**config.mk**
```make
export PLATFORM = sky130hd
export DESIGN_NAME = case_match_engine_flat
export DESIGN_NICKNAME = d
export VERILOG_FILES = /design/src/rtl/case_match_engine_if.sv /design/src/rtl/case_match_engine.sv /design/src/flat_wrapper.sv
export SDC_FILE = /design/constraint.sdc
export NUM_CORES = 1
export LEC_CHECK = 0
export BUFFER_PORTS_ARGS = -buffer_cell sky130_fd_sc_hd__buf_4
export CELL_PAD_IN_SITES_DETAIL_PLACEMENT = 1
export CELL_PAD_IN_SITES_GLOBAL_PLACEMENT = 2
export CORE_UTILIZATION = 36
export CTS_CLUSTER_DIAMETER = 150
export DETAILED_ROUTE_END_ITERATION = 8
export PLACE_DENSITY = 0.81
export SLEW_MARGIN = 20
export SYNTH_ARGS = -nofsm -noshare
export SYNTH_HDL_FRONTEND = slang
export SYNTH_SLANG_ARGS = --single-unit
export TNS_END_PERCENT = 30
```
**constraint.sdc**
```tcl
create_clock -name clk -period 2.8 [get_ports clk]
set_input_delay 0.56 -clock clk [delete_from_list [all_inputs] [get_ports clk]]
set_output_delay 0.56 -clock clk [all_outputs]
set_load 0.02 [all_outputs]
```
**src/rtl/case_match_engine_if.sv**
```systemverilog
// case_match_engine_if
// Groups the table-programming, request and result signals of
// case_match_engine into one bundle.
//   cfg_*        : table slot write (value, declared width, signedness, enable)
//   dflt_*       : default-branch flag write
//   busy         : engine is scanning or holding a result
//   in_*         : selector request, valid/ready handshake
//   out_*        : result, valid/ready handshake
// Modports: master drives requests/config, slave is the engine.
interface case_match_engine_if #(
  parameter int SEL_W     = 3,
  parameter int ITEM_W    = 3,
  parameter int NUM_ITEMS = 4
);
  localparam int IDX_W = (NUM_ITEMS > 1) ? $clog2(NUM_ITEMS) : 1;
  localparam int WID_W = $clog2(ITEM_W + 1);

  logic              cfg_we;
  logic [IDX_W-1:0]  cfg_idx;
  logic [ITEM_W-1:0] cfg_val;
  logic [WID_W-1:0]  cfg_width;
  logic              cfg_signed;
  logic              cfg_en;
  logic              dflt_we;
  logic              dflt_en;
  logic              busy;
  logic              in_valid;
  logic              in_ready;
  logic [SEL_W-1:0]  in_sel;
  logic              in_sel_signed;
  logic              out_valid;
  logic              out_ready;
  logic              out_hit;
  logic [IDX_W-1:0]  out_idx;
  logic              out_default;

  modport master (
    output cfg_we, cfg_idx, cfg_val, cfg_width, cfg_signed, cfg_en,
    output dflt_we, dflt_en,
    output in_valid, in_sel, in_sel_signed, out_ready,
    input  busy, in_ready, out_valid, out_hit, out_idx, out_default
  );

  modport slave (
    input  cfg_we, cfg_idx, cfg_val, cfg_width, cfg_signed, cfg_en,
    input  dflt_we, dflt_en,
    input  in_valid, in_sel, in_sel_signed, out_ready,
    output busy, in_ready, out_valid, out_hit, out_idx, out_default
  );
endinterface

```
**src/rtl/case_match_engine.sv**
```systemverilog
// case_match_engine
// Sequential evaluator of case-item matching with mixed widths/signedness.
// A table of NUM_ITEMS items is programmed while idle; an accepted selector
// is compared against one item per cycle in priority order, and the first
// enabled match (or the default outcome) is presented until acknowledged.
// Ports:
//   clk  : clock, rising edge
//   rst  : synchronous active-high reset (clears FSM, table, default flag)
//   bus  : case_match_engine_if.slave (config, request, result)
module case_match_engine #(
  parameter int SEL_W     = 3,
  parameter int ITEM_W    = 3,
  parameter int NUM_ITEMS = 4
) (
  input logic                 clk,
  input logic                 rst,
  case_match_engine_if.slave  bus
);
  localparam int IDX_W = (NUM_ITEMS > 1) ? $clog2(NUM_ITEMS) : 1;
  localparam int WID_W = $clog2(ITEM_W + 1);
  localparam int M     = (SEL_W > ITEM_W) ? SEL_W : ITEM_W;

  typedef enum logic [1:0] {IDLE, SCAN, DONE} state_t;

  state_t state_q, state_d;

  logic [ITEM_W-1:0]    tbl_val [NUM_ITEMS];
  logic [WID_W-1:0]     tbl_wid [NUM_ITEMS];
  logic [NUM_ITEMS-1:0] tbl_sgn;
  logic [NUM_ITEMS-1:0] tbl_en;
  logic                 dflt_q;

  logic [SEL_W-1:0]     sel_q;
  logic                 sel_sgn_q;
  logic [IDX_W-1:0]     i_q;

  logic                 hit_q;
  logic [IDX_W-1:0]     idx_q;
  logic                 dflt_out_q;

  logic                 ctx_signed;
  logic                 match;
  logic                 last;

  // Width 0 behaves as 1, anything wider than ITEM_W as ITEM_W.
  function automatic logic [WID_W-1:0] clamp_w(input logic [WID_W-1:0] w);
    if (w == '0) return WID_W'(1);
    if (32'(w) > 32'(ITEM_W)) return WID_W'(ITEM_W);
    return w;
  endfunction

  // Mask the item to its declared width, then fill upward with its top
  // declared bit (signed context) or zero.
  function automatic logic [M-1:0] ext_item(input logic [ITEM_W-1:0] v,
                                            input logic [WID_W-1:0]  w,
                                            input logic              s);
    logic [M-1:0] vz;
    logic [M-1:0] r;
    logic         msb;
    vz  = M'(v);
    msb = 1'b0;
    r   = '0;
    for (int unsigned b = 0; b < M; b++)
      if (b + 1 == 32'(w)) msb = vz[b];
    for (int unsigned b = 0; b < M; b++)
      r[b] = (b < 32'(w)) ? vz[b] : (s & msb);
    return r;
  endfunction

  function automatic logic [M-1:0] ext_sel(input logic [SEL_W-1:0] v,
                                           input logic             s);
    logic [M-1:0] vz;
    logic [M-1:0] r;
    vz = M'(v);
    r  = '0;
    for (int unsigned b = 0; b < M; b++)
      r[b] = (b < 32'(SEL_W)) ? vz[b] : (s & v[SEL_W-1]);
    return r;
  endfunction

  // The table is frozen outside IDLE, so evaluating the context from the
  // live table during SCAN equals latching it at accept, and it also picks
  // up a write that lands on the accept edge.
  always_comb begin
    ctx_signed = sel_sgn_q;
    for (int unsigned n = 0; n < NUM_ITEMS; n++)
      if (tbl_en[n] && !tbl_sgn[n]) ctx_signed = 1'b0;
  end

  always_comb begin
    match = tbl_en[i_q] &&
            (ext_item(tbl_val[i_q], tbl_wid[i_q], ctx_signed) ==
             ext_sel(sel_q, ctx_signed));
    last  = (i_q == IDX_W'(NUM_ITEMS - 1));
  end

  // State register
  always_ff @(posedge clk) begin
    if (rst) state_q <= IDLE;
    else     state_q <= state_d;
  end

  // Next-state logic
  always_comb begin
    state_d = state_q;
    case (state_q)
      IDLE:    if (bus.in_valid)       state_d = SCAN;
      SCAN:    if (match || last)      state_d = DONE;
      DONE:    if (bus.out_ready)      state_d = IDLE;
      default:                         state_d = IDLE;
    endcase
  end

  // Outputs
  always_comb begin
    bus.in_ready    = (state_q == IDLE);
    bus.busy        = (state_q != IDLE);
    bus.out_valid   = (state_q == DONE);
    bus.out_hit     = hit_q;
    bus.out_idx     = idx_q;
    bus.out_default = dflt_out_q;
  end

  // Table, request latch, scan index and result registers
  always_ff @(posedge clk) begin
    if (rst) begin
      for (int unsigned n = 0; n < NUM_ITEMS; n++) begin
        tbl_val[n] <= '0;
        tbl_wid[n] <= '0;
      end
      tbl_sgn    <= '0;
      tbl_en     <= '0;
      dflt_q     <= 1'b0;
      sel_q      <= '0;
      sel_sgn_q  <= 1'b0;
      i_q        <= '0;
      hit_q      <= 1'b0;
      idx_q      <= '0;
      dflt_out_q <= 1'b0;
    end else begin
      case (state_q)
        IDLE: begin
          if (bus.cfg_we && (32'(bus.cfg_idx) < 32'(NUM_ITEMS))) begin
            tbl_val[bus.cfg_idx] <= bus.cfg_val;
            tbl_wid[bus.cfg_idx] <= clamp_w(bus.cfg_width);
            tbl_sgn[bus.cfg_idx] <= bus.cfg_signed;
            tbl_en[bus.cfg_idx]  <= bus.cfg_en;
          end
          if (bus.dflt_we) dflt_q <= bus.dflt_en;
          if (bus.in_valid) begin
            sel_q     <= bus.in_sel;
            sel_sgn_q <= bus.in_sel_signed;
            i_q       <= '0;
          end
        end
        SCAN: begin
          if (match) begin
            hit_q      <= 1'b1;
            idx_q      <= i_q;
            dflt_out_q <= 1'b0;
          end else if (last) begin
            hit_q      <= 1'b0;
            idx_q      <= '0;
            dflt_out_q <= dflt_q;
          end else begin
            i_q <= i_q + IDX_W'(1);
          end
        end
        default: ;
      endcase
    end
  end
endmodule
```
**src/flat_wrapper.sv**
```systemverilog
// flat-port wrapper written by rule: the top's interface ports become plain ports
module case_match_engine_flat 
#(
  parameter int SEL_W     = 3,
  parameter int ITEM_W    = 3,
  parameter int NUM_ITEMS = 4
)
  (clk, rst, bus_cfg_we, bus_cfg_idx, bus_cfg_val, bus_cfg_width, bus_cfg_signed, bus_cfg_en, bus_dflt_we, bus_dflt_en, bus_in_valid, bus_in_sel, bus_in_sel_signed, bus_out_ready, bus_busy, bus_in_ready, bus_out_valid, bus_out_hit, bus_out_idx, bus_out_default);
  case_match_engine_if #(.SEL_W(SEL_W), .ITEM_W(ITEM_W), .NUM_ITEMS(NUM_ITEMS)) bus_i ();
  input logic clk;
  input logic rst;
  input wire logic [$bits(bus_i.cfg_we)-1:0] bus_cfg_we;
  input wire logic [$bits(bus_i.cfg_idx)-1:0] bus_cfg_idx;
  input wire logic [$bits(bus_i.cfg_val)-1:0] bus_cfg_val;
  input wire logic [$bits(bus_i.cfg_width)-1:0] bus_cfg_width;
  input wire logic [$bits(bus_i.cfg_signed)-1:0] bus_cfg_signed;
  input wire logic [$bits(bus_i.cfg_en)-1:0] bus_cfg_en;
  input wire logic [$bits(bus_i.dflt_we)-1:0] bus_dflt_we;
  input wire logic [$bits(bus_i.dflt_en)-1:0] bus_dflt_en;
  input wire logic [$bits(bus_i.in_valid)-1:0] bus_in_valid;
  input wire logic [$bits(bus_i.in_sel)-1:0] bus_in_sel;
  input wire logic [$bits(bus_i.in_sel_signed)-1:0] bus_in_sel_signed;
  input wire logic [$bits(bus_i.out_ready)-1:0] bus_out_ready;
  output wire logic [$bits(bus_i.busy)-1:0] bus_busy;
  output wire logic [$bits(bus_i.in_ready)-1:0] bus_in_ready;
  output wire logic [$bits(bus_i.out_valid)-1:0] bus_out_valid;
  output wire logic [$bits(bus_i.out_hit)-1:0] bus_out_hit;
  output wire logic [$bits(bus_i.out_idx)-1:0] bus_out_idx;
  output wire logic [$bits(bus_i.out_default)-1:0] bus_out_default;
  assign bus_i.cfg_we = bus_cfg_we;
  assign bus_i.cfg_idx = bus_cfg_idx;
  assign bus_i.cfg_val = bus_cfg_val;
  assign bus_i.cfg_width = bus_cfg_width;
  assign bus_i.cfg_signed = bus_cfg_signed;
  assign bus_i.cfg_en = bus_cfg_en;
  assign bus_i.dflt_we = bus_dflt_we;
  assign bus_i.dflt_en = bus_dflt_en;
  assign bus_i.in_valid = bus_in_valid;
  assign bus_i.in_sel = bus_in_sel;
  assign bus_i.in_sel_signed = bus_in_sel_signed;
  assign bus_i.out_ready = bus_out_ready;
  assign bus_busy = bus_i.busy;
  assign bus_in_ready = bus_i.in_ready;
  assign bus_out_valid = bus_i.out_valid;
  assign bus_out_hit = bus_i.out_hit;
  assign bus_out_idx = bus_i.out_idx;
  assign bus_out_default = bus_i.out_default;
  case_match_engine #(.SEL_W(SEL_W), .ITEM_W(ITEM_W), .NUM_ITEMS(NUM_ITEMS)) u_core (.clk(clk), .rst(rst), .bus(bus_i));
endmodule
```
==> impl_metrics.ini, run 1 <==
[worst_hold_path]
hold_crit_path_type = reg -> reg

[cells_and_area]
nets = 238
multi_input_area_um2 = 844.6
antenna_cells = 0
syn2layout_area_growth_pct = 17.49
leading_cell_types_in_the_layout_fill_and_taps_excluded = sky130_fd_sc_hd__nand2_1 (29), sky130_fd_sc_hd__nor2_1 (28), sky130_fd_sc_hd__buf_4 (28)
finish.cell_count_without_fillers = 288
mostFrequentLayoutCell = sky130_fd_sc_hd__nand2_1
ff_latch_area_um2 = 1062
fill_cells = 603
drive_above_1_share_pct = 22.94

[grt]
grt_start_max_net_pins = 21
global_route.usage.met3_pct = 3.234
grt-busiest-layer = met2
grt_overflow_total = 0
met2_usage_pct = 33.42
grt_pass1_vias = 1573
grt_pass1_wl_um = 7983
antenna_found_initial = 0
grt_util_all_layers_pct = 17.94
global_route.usage.met1_pct = 20.53

[job]
maxCapViolations = 0

[timing]
final.setup.tns_ps = 0
finalHoldViolations = 0
period_needed_ps = 2656
max_slew.worst_pin.slew_ps = 645.3
period_share_pct = 94.87
maxSlewHeadroom_pct = 56.53
max_freq_mhz = 376.5
finalMaxSlewViolations = 0
grt_setup_unrepaired = false
setup_violations = 0
clock_skew_ps = 3.992

[power_and_ir_drop]
p_int_mw = 0.9313
sw_frac_of_total_pct = 25.99
fraction_of_power_consumed_by_sequential_logic_pct = 56.4
combinational_share_of_power_pct = 13.0
power_frac_clock_pct = 30.7
power.ir.vdd_worst_uv = 204.6
power_mw = 1.258
switchingPower_mw = 0.3271
power.density_cell_area_nw_per_um2 = 536.7
power.static_leakage_nw = 0.9861

[routing]
drc = 0
route.detailed.wl_per_inst_um = 16.96
drtAntennaViolNets = 0
finalWirelength_um = 4885
detail_route.iter0.violations = 67
route.detailed.vias_per_inst = 5.122
total_vias_in_the_final_route = 1475
drt_first_pass_iters = 4

[critical_path]
worst_ep_arrival_time_ps = 2840
required_ps = 2990
worst_setup_start_kind = register
worst-path-max-fanout = 6
worstSetupEndpointType = register
timing_worst_setup_path_type = reg -> reg

[cts]
hold_fix_buffer_count_after_cts = 0
postCtsResizedCells = 0
cts-htree-levels = 2
cts_made_buffers = 5
worst_path_clk_slew_ps = 80
cts_setup_buffers = 0
insertion_delay_ps = 290
clock-sinks = 43
cts_root_buffer = sky130_fd_sc_hd__clkbuf_8
tritoncts = built
cts.path.max_buffers = 2

[floorplan]
chipWidth_um = 76.46
placeableCoreArea_um2 = 5238
placement_rows = 26
start_util_pct = 38.10
die_area_um2 = 5845
die_height_um = 76.46
num_io_pins = 27

[synthesis]
ys_ff_latch = 43
number_of_enable_flip_flop_cells_after_synthesis = 20
ys_seq_area_share_pct = 53.17
yosys.cell_types.count = 40
share_of_flip_flops_with_an_asynchronous_set_or_reset_pct = 0
post_synth_inst_count = 187
synthesis.area_per_instance_um2 = 10.67
postSynthNetCount = 208
synth-warning-count = 0
dominantRegCellSynth = sky130_fd_sc_hd__dfxtp_1
synth_area_um2 = 1996

[placed_design]
dp_cells = 280
dp_hpwl_um = 3854
port-buffer-count = 26
gp_congestion = 0.8005

[run_status]
run_status = complete, no violations
## metal layers
layer,wire (um),up-vias
li1,-,719
met1,2099,734
met2,2652,18
met3,93,4
met4,40,0
met5,0,-
## stage by stage
| step | utilization [%] | hold WS (ps) | worst slack [ps] | area [um^2] |
|---|---|---|---|---|
| 3_3_place_gp | 43.14 | 445.2 | 171.5 | 2260 |
| 5_1_grt | 44.77 | 485.4 | 33.12 | 2345 |
| 2_1_floorplan | - | 436.3 | 308.5 | 1996 |
| 4_1_cts | 44.74 | 468.1 | 42.34 | 2344 |
| 3_5_place_dp | 43.14 | 456.0 | 65.11 | 2260 |
| 6_report | 44.77 | 463.5 | 143.7 | 2345 |
## path summary, 6_finish.rpt
| path | cells after the start | start | end | slack (ps) |
|---|---|---|---|---|
| worst min-delay path | 2 | u_core.bus.out_hit | u_core.bus.out_hit | 460 |
| worst max register to register | 7 | register | u_core.i_q[0] | 140 |
| worst min register to register | 2 | u_core.bus.out_hit | u_core.bus.out_hit | 460 |
| worst max-delay path | 7 | register | u_core.i_q[0] | 140 |
## flip-flops by register name, summed over array words and instances (netlist names), named ones only
name	cells
u_core.tbl_val	12
u_core.tbl_wid	8
u_core.tbl_en	4
u_core.tbl_sgn	4
u_core.sel_q	3
u_core.bus.out_idx	2
u_core.i_q	2
u_core.state_q	2
u_core.bus.out_default	1
u_core.bus.out_hit	1
u_core.dflt_q	1
u_core.sel_sgn_q	1
## kinds of logic (layout without fill, tap and decap cells)
| group | Yosys count | count (layout) | share of synthesized area [%] |
|---|---|---|---|
| simple gates | 82 | 82 | 20.00 |
| flops | 43 | 43 | 53.17 |
| compound gates | 24 | 24 | 8.464 |
| buf+inv | 20 | 51 | 4.514 |
| mux | 17 | 17 | 13.23 |
| fa+ha+maj | 1 | 1 | 0.6269 |
## synthesized netlist by cell type (2+ instances only)
cell	count	share of area [%]
sky130_fd_sc_hd__mux4_1	2	2.6
sky130_fd_sc_hd__a21oi_1	11	2.8
sky130_fd_sc_hd__mux4_2	4	4.5
sky130_fd_sc_hd__nand3_1	4	1.0
sky130_fd_sc_hd__nand2b_1	5	1.6
sky130_fd_sc_hd__nor2_1	28	5.3
sky130_fd_sc_hd__mux2i_1	8	4.0
sky130_fd_sc_hd__nand2_1	29	5.5
sky130_fd_sc_hd__and2_1	2	0.63
sky130_fd_sc_hd__nand4_1	2	0.63
sky130_fd_sc_hd__o21ai_0	2	0.50
sky130_fd_sc_hd__nor2b_1	2	0.63
sky130_fd_sc_hd__inv_1	14	2.6
sky130_fd_sc_hd__edfxtp_1	20	30
sky130_fd_sc_hd__a32o_1	2	1.0
sky130_fd_sc_hd__clkbuf_1	3	0.56
sky130_fd_sc_hd__mux2_4	2	1.5
sky130_fd_sc_hd__dfxtp_1	23	23
sky130_fd_sc_hd__a31oi_1	2	0.63
sky130_fd_sc_hd__buf_6	2	1.1
## layout make-up
type | count | area share (%)
flip-flops and latches | 43 | 45.30
clock buffers | 5 | 2.935
multi-input cells | 124 | 36.02
inverters | 15 | 2.401
repair buffers | 28 | 8.965
well taps | 70 | 3.735
clock inverters | 3 | 0.6403
## worst max-delay path: stages, from the launching register on
cell and delay (ps):
sky130_fd_sc_hd__dfxtp_2 410, sky130_fd_sc_hd__mux4_2 580, sky130_fd_sc_hd__nand2_1 140, sky130_fd_sc_hd__o311ai_1 120, sky130_fd_sc_hd__a2111o_1 450, sky130_fd_sc_hd__a31oi_1 210
sky130_fd_sc_hd__or3b_1 300, sky130_fd_sc_hd__mux2_4 330
## power by group through the flow
stage          clock (mW)  sequential, mW  combinational [mW]
3_5_place_dp            0           0.724               0.164
4_1_cts             0.396           0.709               0.165
6_report            0.386           0.709               0.163
3_3_place_gp            0           0.721               0.156
2_1_floorplan           0           0.712               0.114
5_1_grt             0.425           0.713               0.178
Power figures use the tool's default switching activity.
==> run 2: changes to the inputs <==
Settings changed: REMOVE_ABC_BUFFERS set to 1.
==> run 2 against run 1 <==
Net effect:
- flip-flop and latch count did not move
- setup slack better by 81 ps
- count of clock-buffer cells in the layout increased by 1
- via count up 1.2%
- critical path depth unchanged
- register-to-register slack improved by 80 ps
- largest power group unchanged
==> impl_metrics.ini, run 2 (same netlist as run 1, synthesis figures left out) <==
[run_status]
run_status = complete, no violations

[job]
maxCapViolations = 0

[placed_design]
port-buffer-count = 26
gp_congestion = 0.7539
dp_hpwl_um = 3604

[timing]
setup_violations = 0
final.setup.tns_ps = 0
finalHoldViolations = 0
finalMaxSlewViolations = 0
period_needed_ps = 2575
max_slew.worst_pin.slew_ps = 584.2
max_freq_mhz = 388.3
clock_skew_ps = 6.628
maxSlewHeadroom_pct = 60.64
period_share_pct = 91.97
grt_setup_unrepaired = false

[routing]
drtAntennaViolNets = 0
drt_first_pass_iters = 4
route.detailed.wl_per_inst_um = 16.38
total_vias_in_the_final_route = 1493
drc = 0
route.detailed.vias_per_inst = 5.184
finalWirelength_um = 4718
detail_route.iter0.violations = 81

[cts]
cts.path.max_buffers = 2
insertion_delay_ps = 300
clock-sinks = 43
cts-htree-levels = 2
worst_path_clk_slew_ps = 80
cts_root_buffer = sky130_fd_sc_hd__clkbuf_8
cts_setup_buffers = 0
tritoncts = built
cts_made_buffers = 5

[critical_path]
required_ps = 2990
cp_top_family = multiplexers
path_buf_inv = 0
crit_chain = mux4_2, nand2_1, o311ai_1, a2111o_1, a31oi_1, or3b_4, mux2_4
crit_path_top_delay_cell = sky130_fd_sc_hd__mux4_2
worst_path_largest_cell_delay_ps = 600
worst-path-max-fanout = 6
timing_worst_setup_path_type = reg -> reg
worst_ep_arrival_time_ps = 2760
worst_setup_start_kind = register
worstSetupEndpointType = register

[cells_and_area]
nets = 238
drive_above_1_share_pct = 22.48
antenna_cells = 0
mostFrequentLayoutCell = sky130_fd_sc_hd__nand2_1
leading_cell_types_in_the_layout_fill_and_taps_excluded = sky130_fd_sc_hd__nand2_1 (29), sky130_fd_sc_hd__nor2_1 (28), sky130_fd_sc_hd__buf_4 (28)
max_reg_flops = 12
syn2layout_area_growth_pct = 17.49
largest_register = u_core.tbl_val
largestRegisters = u_core.tbl_val (12), u_core.tbl_wid (8)

[floorplan]
chipWidth_um = 76.46
num_io_pins = 27
placement_rows = 26
die_height_um = 76.46
die_area_um2 = 5845
placeableCoreArea_um2 = 5238
start_util_pct = 38.10

[power_and_ir_drop]
power.density_cell_area_nw_per_um2 = 534.5
power_mw = 1.253
power.static_leakage_nw = 0.9825
power.ir.vdd_worst_uv = 189.3

[worst_hold_path]
hold_crit_path_type = reg -> reg

[grt]
grt_util_all_layers_pct = 17.95
grt_pass1_vias = 1568
grt_overflow_total = 0
antenna_found_initial = 0
grt_pass1_wl_um = 8073
grt_start_max_net_pins = 21
run 2: cell type report:
cell class / instances / area, um^2
sequential: 43 / 1062
fill: 596 / 2893
tap: 70 / 87.58
timing repair buffer: 28 / 210.2
inverter: 15 / 56.30
multi-input combinational: 124 / 847.1
clock buffer: 6 / 72.57
clock inverter: 2 / 8.758
run 2: through the flow:
step / setup WS, ps / hold WS (ps) / instances / utilization, % / cell area (um^2)
final: 225.0 / 462.2 / 288 / 44.77 / 2345
after CTS: 55.15 / 466.1 / 288 / 44.70 / 2341
after detailed placement: 78.74 / 454.7 / 280 / 43.14 / 2260
after global placement: 169.4 / 446.4 / 280 / 43.14 / 2260
after floorplan: 225.5 / 430.3 / 182 / - / 1962
after global routing: 102.8 / 493.4 / 288 / 44.77 / 2345
run 2: worst min-delay path, cell delays in order, from the launching register on:
cell	delay, ps
sky130_fd_sc_hd__dfxtp_1	320
sky130_fd_sc_hd__nand2_1	50
sky130_fd_sc_hd__a21oi_1	50
run 2: layer usage:
layer,part of all wire (%),vias to the layer above,routed length (um),track usage [%]
met4,1.6,0,74,6.154
met3,3.1,9,145,3.832
li1,-,715,-,-
met2,49,29,2333,30.36
met5,0,-,0,0
met1,46,740,2165,22.60
run 2: report_power, final:
| part | internal, mW | total [mW] | switching (mW) | leakage, nW |
|---|---|---|---|---|
| clock network | 0.172 | 0.381 | 0.210 | 0.0426 |
| logic | 0.0742 | 0.163 | 0.0890 | 0.543 |
| registers | 0.687 | 0.709 | 0.0216 | 0.397 |
| total | 0.933 | 1.25 | 0.320 | 0.982 |
run 2: what timing repair did:
action,CTS,global route
endpoints found under the setup margin,0,4
hold buffers,0,0
resized for setup,0,2
run 2: final timing paths:
check | cells past startpoint | to | slack [ps] | start
setup / recovery | 7 | register | 220 | register
hold / removal | 2 | u_core.sel_sgn_q | 460 | u_core.sel_sgn_q
setup reg to reg | 7 | register | 220 | register
hold reg to reg | 2 | u_core.sel_sgn_q | 460 | u_core.sel_sgn_q
==> run 3: changes to the inputs <==
Settings changed: CORE_MARGIN set to 2.
==> run 3 against run 2 <==
Net effect:
- first-iteration DRC count down 22%
- largest power group unchanged
- combinational power about the same
- global-route usage down 2.4 points
- non-clock buffer count up 1
- register-to-register slack about the same
==> impl_metrics.ini, run 3 (same netlist as run 1, synthesis figures left out) <==
[routing]
total_vias_in_the_final_route = 1424
route.detailed.wl_per_inst_um = 15.19
route.detailed.vias_per_inst = 4.893
drt_first_pass_iters = 4
finalWirelength_um = 4419
detail_route.iter0.violations = 63
drtAntennaViolNets = 0
drc = 0

[placed_design]
dp_hpwl_um = 3495
place_ws_ps = 57.17
placedInstanceArea_um2 = 2270
port-buffer-count = 26
gp_congestion = 0.7715

[critical_path]
worst_ep_arrival_time_ps = 2750
timing_worst_setup_path_type = reg -> reg
required_ps = 2990
worst-r2r-setup-slack_ps = 240
worst_setup_start_kind = register
worstSetupEndpointType = register
r2r.worst_path.cells = 7
worst-path-max-fanout = 6

[timing]
layout_setup_ws_ps = 240.0
setup_violations = 0
grt_setup_unrepaired = false
max_slew.worst_pin.slew_ps = 565.9
clock_skew_ps = 7.204
finalHoldViolations = 0
period_share_pct = 91.43
final.setup.tns_ps = 0
hold_slack_ps = 461.9
finalMaxSlewViolations = 0
max_freq_mhz = 390.6
period_needed_ps = 2560
maxSlewHeadroom_pct = 62.23

[cells_and_area]
finalInstanceArea_um2 = 2391
largest_register = u_core.tbl_val
syn2layout_area_growth_pct = 19.81
drive_above_1_share_pct = 23.74
leading_cell_types_in_the_layout_fill_and_taps_excluded = sky130_fd_sc_hd__nand2_1 (29), sky130_fd_sc_hd__buf_4 (29), sky130_fd_sc_hd__nor2_1 (28)
largestRegisters = u_core.tbl_val (12), u_core.tbl_wid (8)
finalCoreUtilization_pct = 43.96
fill_cells = 609
max_reg_flops = 12
nets = 239
antenna_cells = 0

[run_status]
run_status = complete, no violations

[power_and_ir_drop]
power.density_cell_area_nw_per_um2 = 570.9
power.static_leakage_nw = 1.005
power.ir.vdd_worst_uv = 277.7

[grt]
grt_start_max_net_pins = 21
met2_usage_pct = 26.03
global_route.usage.met1_pct = 20.04
grt_pass1_vias = 1458
antenna_found_initial = 0
global_route.usage.met3_pct = 3.563
grt-busiest-layer = met2
grt_pass1_wl_um = 7334
grt_util_all_layers_pct = 15.52
grt_overflow_total = 0

[job]
maxCapViolations = 0

[floorplan]
start_util_pct = 36.69
die_height_um = 78.46
num_io_pins = 27
placeableCoreArea_um2 = 5439
die_area_um2 = 6155
placement_rows = 27
chipWidth_um = 78.46

[cts]
clock-sinks = 43
insertion_delay_ps = 290
cts.path.max_buffers = 2
cts_root_buffer = sky130_fd_sc_hd__clkbuf_8
postCtsResizedCells = 0
cts_made_buffers = 5
cts_setup_buffers = 0
worst_path_clk_slew_ps = 80
cts-htree-levels = 2
hold_fix_buffer_count_after_cts = 0
tritoncts = built

[worst_hold_path]
hold_crit_path_type = reg -> reg
-- run 3: power breakdown --
group | switching (mW) | internal (mW) | total, mW
clock | 0.206 | 0.289 | 0.494
sequential | 0.0199 | 0.687 | 0.707
combinational | 0.0891 | 0.0748 | 0.164
-- run 3: metrics by stage --
step / instances / power, mW
after global routing: 291 / 1.421
final: 291 / 1.365
after CTS: 291 / 1.381
after detailed placement: 283 / 0.8873
after floorplan: 182 / 0.8158
after global placement: 283 / 0.8830
-- run 3: layer usage --
layer / share of wire [%] / up-vias
met1: 46 / 681
met2: 50 / 22
met3: 2.9 / 4
met4: 0.93 / 0
li1: - / 717
met5: 0 / -
-- run 3: area by class of cell --
class	instances	area (um^2)	share of cell area, %
clock buffers	6	82.58	3.454
clock inverters	2	35.03	1.465
inverters	15	56.30	2.355
multi-input cells	124	847.1	35.43
flip-flops and latches	43	1062	44.43
well taps	72	90.09	3.768
repair buffers	29	217.7	9.105
-- run 3: critical path, stage by stage (launching register included) --
cell	delay [ps]
sky130_fd_sc_hd__dfxtp_2	420
sky130_fd_sc_hd__mux4_2	590
sky130_fd_sc_hd__nand2_1	140
sky130_fd_sc_hd__o311ai_1	110
sky130_fd_sc_hd__a2111o_1	450
sky130_fd_sc_hd__a31oi_1	210
sky130_fd_sc_hd__or3b_4	230
sky130_fd_sc_hd__mux2_4	310
-- run 3: how the worst min path moves through the flow --
| stage | slack [ps] | start | cells past startpoint | to |
|---|---|---|---|---|
| 2_1_floorplan | 430 | u_core.sel_sgn_q | 2 | u_core.sel_sgn_q |
| 3_3_place_gp | 450 | u_core.sel_sgn_q | 2 | u_core.sel_sgn_q |
| 3_5_place_dp | 450 | u_core.tbl_sgn[2] | 2 | u_core.tbl_sgn[2] |
| 4_1_cts | 470 | u_core.tbl_sgn[2] | 2 | u_core.tbl_sgn[2] |
| 5_1_grt | 490 | u_core.bus.out_default | 1 | u_core.bus.out_default |
| 6_report | 460 | u_core.tbl_sgn[2] | 2 | u_core.tbl_sgn[2] |
